## src/rtl/register_file_16.sv

```systemverilog
// Sixteen-entry general-purpose register file with one-hot write/read selects,
// R0 base-address masking and a sticky flag for illegal multi-hot selects.
module register_file_16 #(
    parameter int unsigned WIDTH = 32
) (
    input  logic             clk,
    input  logic             clr,
    input  logic [15:0]      r_in,
    input  logic [15:0]      r_out,
    input  logic             ba_out,
    input  logic [WIDTH-1:0] bus_in,
    output logic [WIDTH-1:0] bus_out,
    output logic             bus_drive,
    output logic             sel_err
);

    logic [WIDTH-1:0] regs_q [16];
    logic             sel_err_q;
    logic             sel_err_d;
    logic             in_multi;
    logic             out_multi;
    logic             in_onehot;
    logic             out_onehot;

    // Clearing the lowest set bit leaves something only if two or more bits were set.
    function automatic logic is_multi(input logic [15:0] v);
        return (v & (v - 16'd1)) != 16'd0;
    endfunction

    always_comb begin
        in_multi   = is_multi(r_in);
        out_multi  = is_multi(r_out);
        in_onehot  = (r_in != 16'd0) && !in_multi;
        out_onehot = (r_out != 16'd0) && !out_multi;
        sel_err_d  = sel_err_q | in_multi | out_multi;
    end

    always_ff @(posedge clk) begin
        if (clr) begin
            for (int i = 0; i < 16; i++) begin
                regs_q[i] <= '0;
            end
            sel_err_q <= 1'b0;
        end else begin
            if (in_onehot) begin
                for (int i = 0; i < 16; i++) begin
                    if (r_in[i]) begin
                        regs_q[i] <= bus_in;
                    end
                end
            end
            sel_err_q <= sel_err_d;
        end
    end

    always_comb begin
        bus_out   = '0;
        bus_drive = out_onehot;
        if (out_onehot) begin
            for (int i = 0; i < 16; i++) begin
                if (r_out[i]) begin
                    bus_out = regs_q[i];
                end
            end
            // Base-address mode reads R0 as zero while still owning the bus.
            if (r_out[0] && ba_out) begin
                bus_out = '0;
            end
        end
    end

    assign sel_err = sel_err_q;

endmodule

```

## config.mk

```make
export PLATFORM = sky130hd
export DESIGN_NAME = register_file_16
export DESIGN_NICKNAME = d
export VERILOG_FILES = /design/src/rtl/register_file_16.sv
export SDC_FILE = /design/constraint.sdc
export NUM_CORES = 1
export LEC_CHECK = 0
export CORE_AREA = 2 2 209 211
export CTS_CLUSTER_SIZE = 14
export DETAILED_ROUTE_END_ITERATION = 10
export DIE_AREA = 0 0 211 213
export PLACE_DENSITY = 0.88
export SKIP_LAST_GASP = 1
export SLEW_MARGIN = 20
export SYNTH_ARGS = -nofsm -noshare
export SYNTH_HDL_FRONTEND = slang
export SYNTH_SLANG_ARGS = --single-unit
```

## constraint.sdc

```tcl
create_clock -name clk -period 4.2 [get_ports clk]
set_clock_uncertainty 0.15 [all_clocks]
set_input_delay 1.26 -clock clk [delete_from_list [all_inputs] [get_ports clk]]
set_output_delay 1.26 -clock clk [all_outputs]
set_load 0.05 [all_outputs]
```

Word-level counts from Yosys, hierarchy flattened
Memory sizes are Yosys's and may differ from the RTL's. Cells that the tools add are included.

Add/subtract/negate cells: 2. Multiplexer cells: 100. Bitwise gates (word level): 20. Reduce and logical (&&, ||, !) cells: 9.

Operator list (count): 32-bit two-way mux (34); 1-bit two-way mux (66); 16-bit nonzero test (4); 16-bit bitwise AND (2); 16-bit by 1-bit subtractor with 16-bit output, second input constant (2); 1-bit OR (18); 1-bit logical AND (3); 1-bit zero test (2).

Memories kept: 1. Bits in writable memories: 512. Bits of input ports: 67. Register bits: 1.

Memories: regs_q (words 16, width 32, read ports 16, clocked after memory_dff 0, wr ports 16, RTL line 17) `logic [WIDTH-1:0] regs_q [16];`.

Logic depth before layout (Yosys ltp)
Depth after elaboration: 18. Mapped depth: 9. Gate-level depth less buffers: 6.

Least setup slack after synthesis
Ideal clock, no wire load.

Path kind: input to output. Start: input r_out[5]. End: output bus_out[0]. Cell stages on the path: 8. Data arrival time: 4058 ps. Path slack: -1268 ps. Path buffers: 2. Cells stage by stage: clkbuf_1 nor4_4 nand3_1 o41ai_1 o211a_1 nand3_1 clkbuf_1 a211oi_1.

Word-level cells in the longest chain between the ends: 13. Elaborated cells between the ends (all ways): 19. Classes of those cells: add/sub (1); mux (13); bitwise (1); reduce/logical (4).

RTL lines: start: declaration (RTL line 9) `input logic [15:0] r_out,`; 32-bit two-way mux (11 in a row) (RTL line 61) `if (r_out[i]) begin`; 32-bit two-way mux (RTL line 66) `if (r_out[0] && ba_out) begin`; 32-bit two-way mux * (RTL line 59) `if (out_onehot) begin`; end: declaration (RTL line 12) `output logic [WIDTH-1:0] bus_out,`.

Every way passes the cells marked *; elsewhere a longest branch is shown, timed or not.

Final worst setup path
Start: input r_out[1]. End: output bus_out[14].

Word-level cells in the longest chain between the ends: 17. Elaborated cells between the ends (all ways): 23. Classes of those cells: add/sub (1); mux (17); bitwise (1); reduce/logical (4).

RTL lines (RTL line): 32-bit two-way mux (15 in a row) (61); 32-bit two-way mux (66); 32-bit two-way mux * (59).

Marks and branches as above.

==> impl_results.md <==
* Leak pwr at 0.0101 µW
* Fin util at 68.1%
* Via density at 6.90
* Vias in the first global route at 17763
* DRT iter0 DRCs at 3341
* Top Family by Delay on Critical Path: compound AO/OA/AOI/OAI gates
* Setup slack after layout at -0.762 ns
* WL/cell at 28.5 µm
* Worst Setup SP: r_out[1]
* Status: complete, but fails checks
* Crit path buf inv count at 5
* Port buffer count at 100
* Crit path max-delay cell type: o41ai_4
* Worst-path maximum fanout at 5
* Number of synthesized flops with an enable pin at 512
* Share of cells above drive strength 1 at 34.0%
* Minimum clock period at 4.96 ns
* DRC viols at 0
* Synth Instances at 1860
* CTS HTree Levels at 2
* RR Startpoint: sel_err$_SDFF_PP0_
* Nature of the critical path endpoint: output port
* Yosys cell types at 64
* Combinational power share at 10.3%
* R2R depth at 2
* Synth Flop Type: edfxtp_1
* Worst Path Required at 2.79 ns
* Syn Area/Cell at 12.5 µm²
* # IOs at 101
* Worst r2r dst: sel_err$_SDFF_PP0_
* Die height at 213 µm
* Part of the power in the clock network at 36.1%
* Hold path start: sel_err$_SDFF_PP0_
* Internal power at 8530 µW
* Global-route wire length before repair at 111 mm
* Initial antenna violation count at 2
* Largest net degree at the start of global routing at 46
* Number of max-cap violations at 0
* Switch share at 24.7%
* Worst-path clk slew at 0.06 ns
* Psw at 2790 µW
* Setup CP Type: primary input to output port
* CP cell instances: buf_12 > nor4_4 > buf_6 > nand3_4 > o41ai_4 > o211a_4 > nand3_4 > buf_4 > buf_16 > a211oi_4 > buf_12
* Seq/Total Area, Yosys at 66.1%
* Gr ovfl total at 0
* Die X at 211 µm
* Hold Path Depth at 2
* RePlAce Congestion at 0.896
* R2R Setup Slk at 3.39 ns
* Worst-Skew Late Latency at 0.57 ns
* Hold Crit Class: register to register
* Hold EP: sel_err$_SDFF_PP0_
* Cell Pwr Density at 389 mW/mm²
* Async SR Flop Fraction at 0%
* # nets final at 2131
* Clock sink count at 513
* DPL Wire Length at 42.2 mm
* Max Fclk at 202 MHz
* Post-synth net total at 1927
* VDD IR max at 321 µV
* Most frequent cells in the layout: edfxtp_1, nor2_2, a21oi_1, buf_4, inv_1
* Setup TNS at -21.00 ns
* Slew headroom at 37.8%
* CP Launch Type: primary input
* Via count at 18220
* Detail Route Antenna Nets at 0
* Data arrival, critical path at 3.55 ns
* Max-slew violation count at 0
* Die Area at 0.0449 mm²
* CP peak stage delay at 0.41 ns
* Synth warn at 0
* Overall Global Routing Usage at 33.1%
* Worst Tran Pin Value at 0.933 ns
* RSZ-0062 raised after global routing: true
* Tcrit/Tclk final at 118%
* Clk buf depth at 3
* Num CTS Buffers at 47
* Root Driver: clkbuf_16
* Mapped Area at 0.0233 mm²
* Failing checks: negative setup slack
* Seq pwr share at 53.7%
* WL final at 75.4 mm
* Core Area at 0.0427 mm²
* Area delta synth->final at 24.8%
* CTS tree: built
* Yosys reg bits at 513
* Initial Util at 54.6%
* Floorplan row count at 76
* Commonest non-fill, non-tap cell in the layout: edfxtp_1
* # setup viols final at 33
* Pre-Repair DR Iteration Count at 6
* Hold Vio Cnt, Final at 0
-- Yosys cell counts (3+ instances only) --
library cell,instances,area [µm²]
or4_1,7,52.6
a21oi_1,170,851
o31ai_1,25,188
clkbuf_1,128,480
o22ai_1,25,156
a221o_1,19,190
edfxtp_1,512,15400
nor2_1,96,360
nand3_1,19,95.1
o221ai_1,16,140
buf_6,28,315
o22a_1,5,43.8
a22oi_1,13,97.6
or2_2,5,31.3
a31o_2,8,70.1
buf_2,3,15.0
nand2b_1,47,294
inv_1,114,428
a2111oi_0,19,166
a221oi_1,49,429
nor2_2,241,1510
nand2_1,87,327
o311ai_0,6,52.6
a31oi_1,5,31.3
o21ai_0,52,260
nor2b_1,40,250
nor3_1,23,115
nor4_1,4,25.0
buf_1,5,18.8
a31o_1,9,78.8
and3_1,7,43.8
a21o_1,5,37.5
nand4b_4,9,214
a211oi_1,24,180
-- worst min-delay path: stages (launching register included) --
cell and delay (ns):
dfxtp_1 0.32, inv_1 0.06, a41oi_1 0.11
-- through the flow --
step	cell area, µm²	setup slack [ns]	cells	hold WS [ns]	total power, µW
5_1_grt	29100	-0.786	2641	0.440	11500
3_5_place_dp	26900	-1.45	2543	0.371	7140
2_1_floorplan	23800	-0.576	1860	0.556	6650
3_3_place_gp	26900	-1.21	2543	0.342	7080
6_report	29100	-0.762	2642	0.417	11300
4_1_cts	29000	-0.538	2639	0.391	11100
-- layout make-up --
class,instances,area [µm²]
Tap cell,546,683
Timing Repair Buffer,320,3660
Multi-Input combinational cell,1068,7540
Inverter,114,428
Fill cell,2438,13600
Sequential cell,513,15400
Clock inverter,16,93.8
Clock buffer,64,1280
Antenna cell,1,2.50
-- cells by family after synthesis --
kind of cell             count (synthesis)  synth area share (%)
adder cells (fa/ha/maj)                  2                0.0859
XOR/XNOR                                 1                0.0376
flip-flops                             513                  66.1
multiplexers                             1                0.0644
AND/OR/NAND/NOR                        599                  14.9
AO/OA/AOI/OAI                          464                  13.4
buffers and inverters                  280                  5.51
-- metal layers --
layer / global-route usage [%] / vias up / wire, µm
met1: 42.2 / 8619 / 24300
li1: - / 7211 / -
met4: 17.4 / 2 / 4880
met2: 53.3 / 1991 / 35100
met3: 7.77 / 397 / 11100
met5: 0 / - / 7
-- power groups by stage --
stage               combinational (µW)  sequential (µW)  clock, µW
floorplan                          537             6120          0
global placement                   950             6130          0
CTS                               1080             6050       3970
finish                            1160             6070       4080
detailed placement                 993             6150          0
global route                      1200             6080       4200
-- flip-flops by register name, indices dropped and copies added (netlist names) --
signal   count
sel_err      1
regs_q     512
-- worst max path at each step --
| stage | endpoint | depth (start not counted) |
|---|---|---|
| 2_1_floorplan | bus_out[10] | 8 |
| 3_3_place_gp | bus_out[29] | 8 |
| 3_5_place_dp | bus_out[10] | 11 |
| 4_1_cts | bus_out[6] | 11 |
| 5_1_grt | bus_out[25] | 10 |
| 6_report | bus_out[14] | 11 |
-- what timing repair did --
action / 4_1_cts / 5_1_grt
setup buffers: 12 / 3
hold buffers: 0 / 0
gates resized for setup: 170 / 17
cloned: 6 / 0
pin swaps: 68 / 6
endpoints found under the hold margin: 0 / 0
setup endpoints to repair: 33 / 33
(Power assumes the default switching activity.)
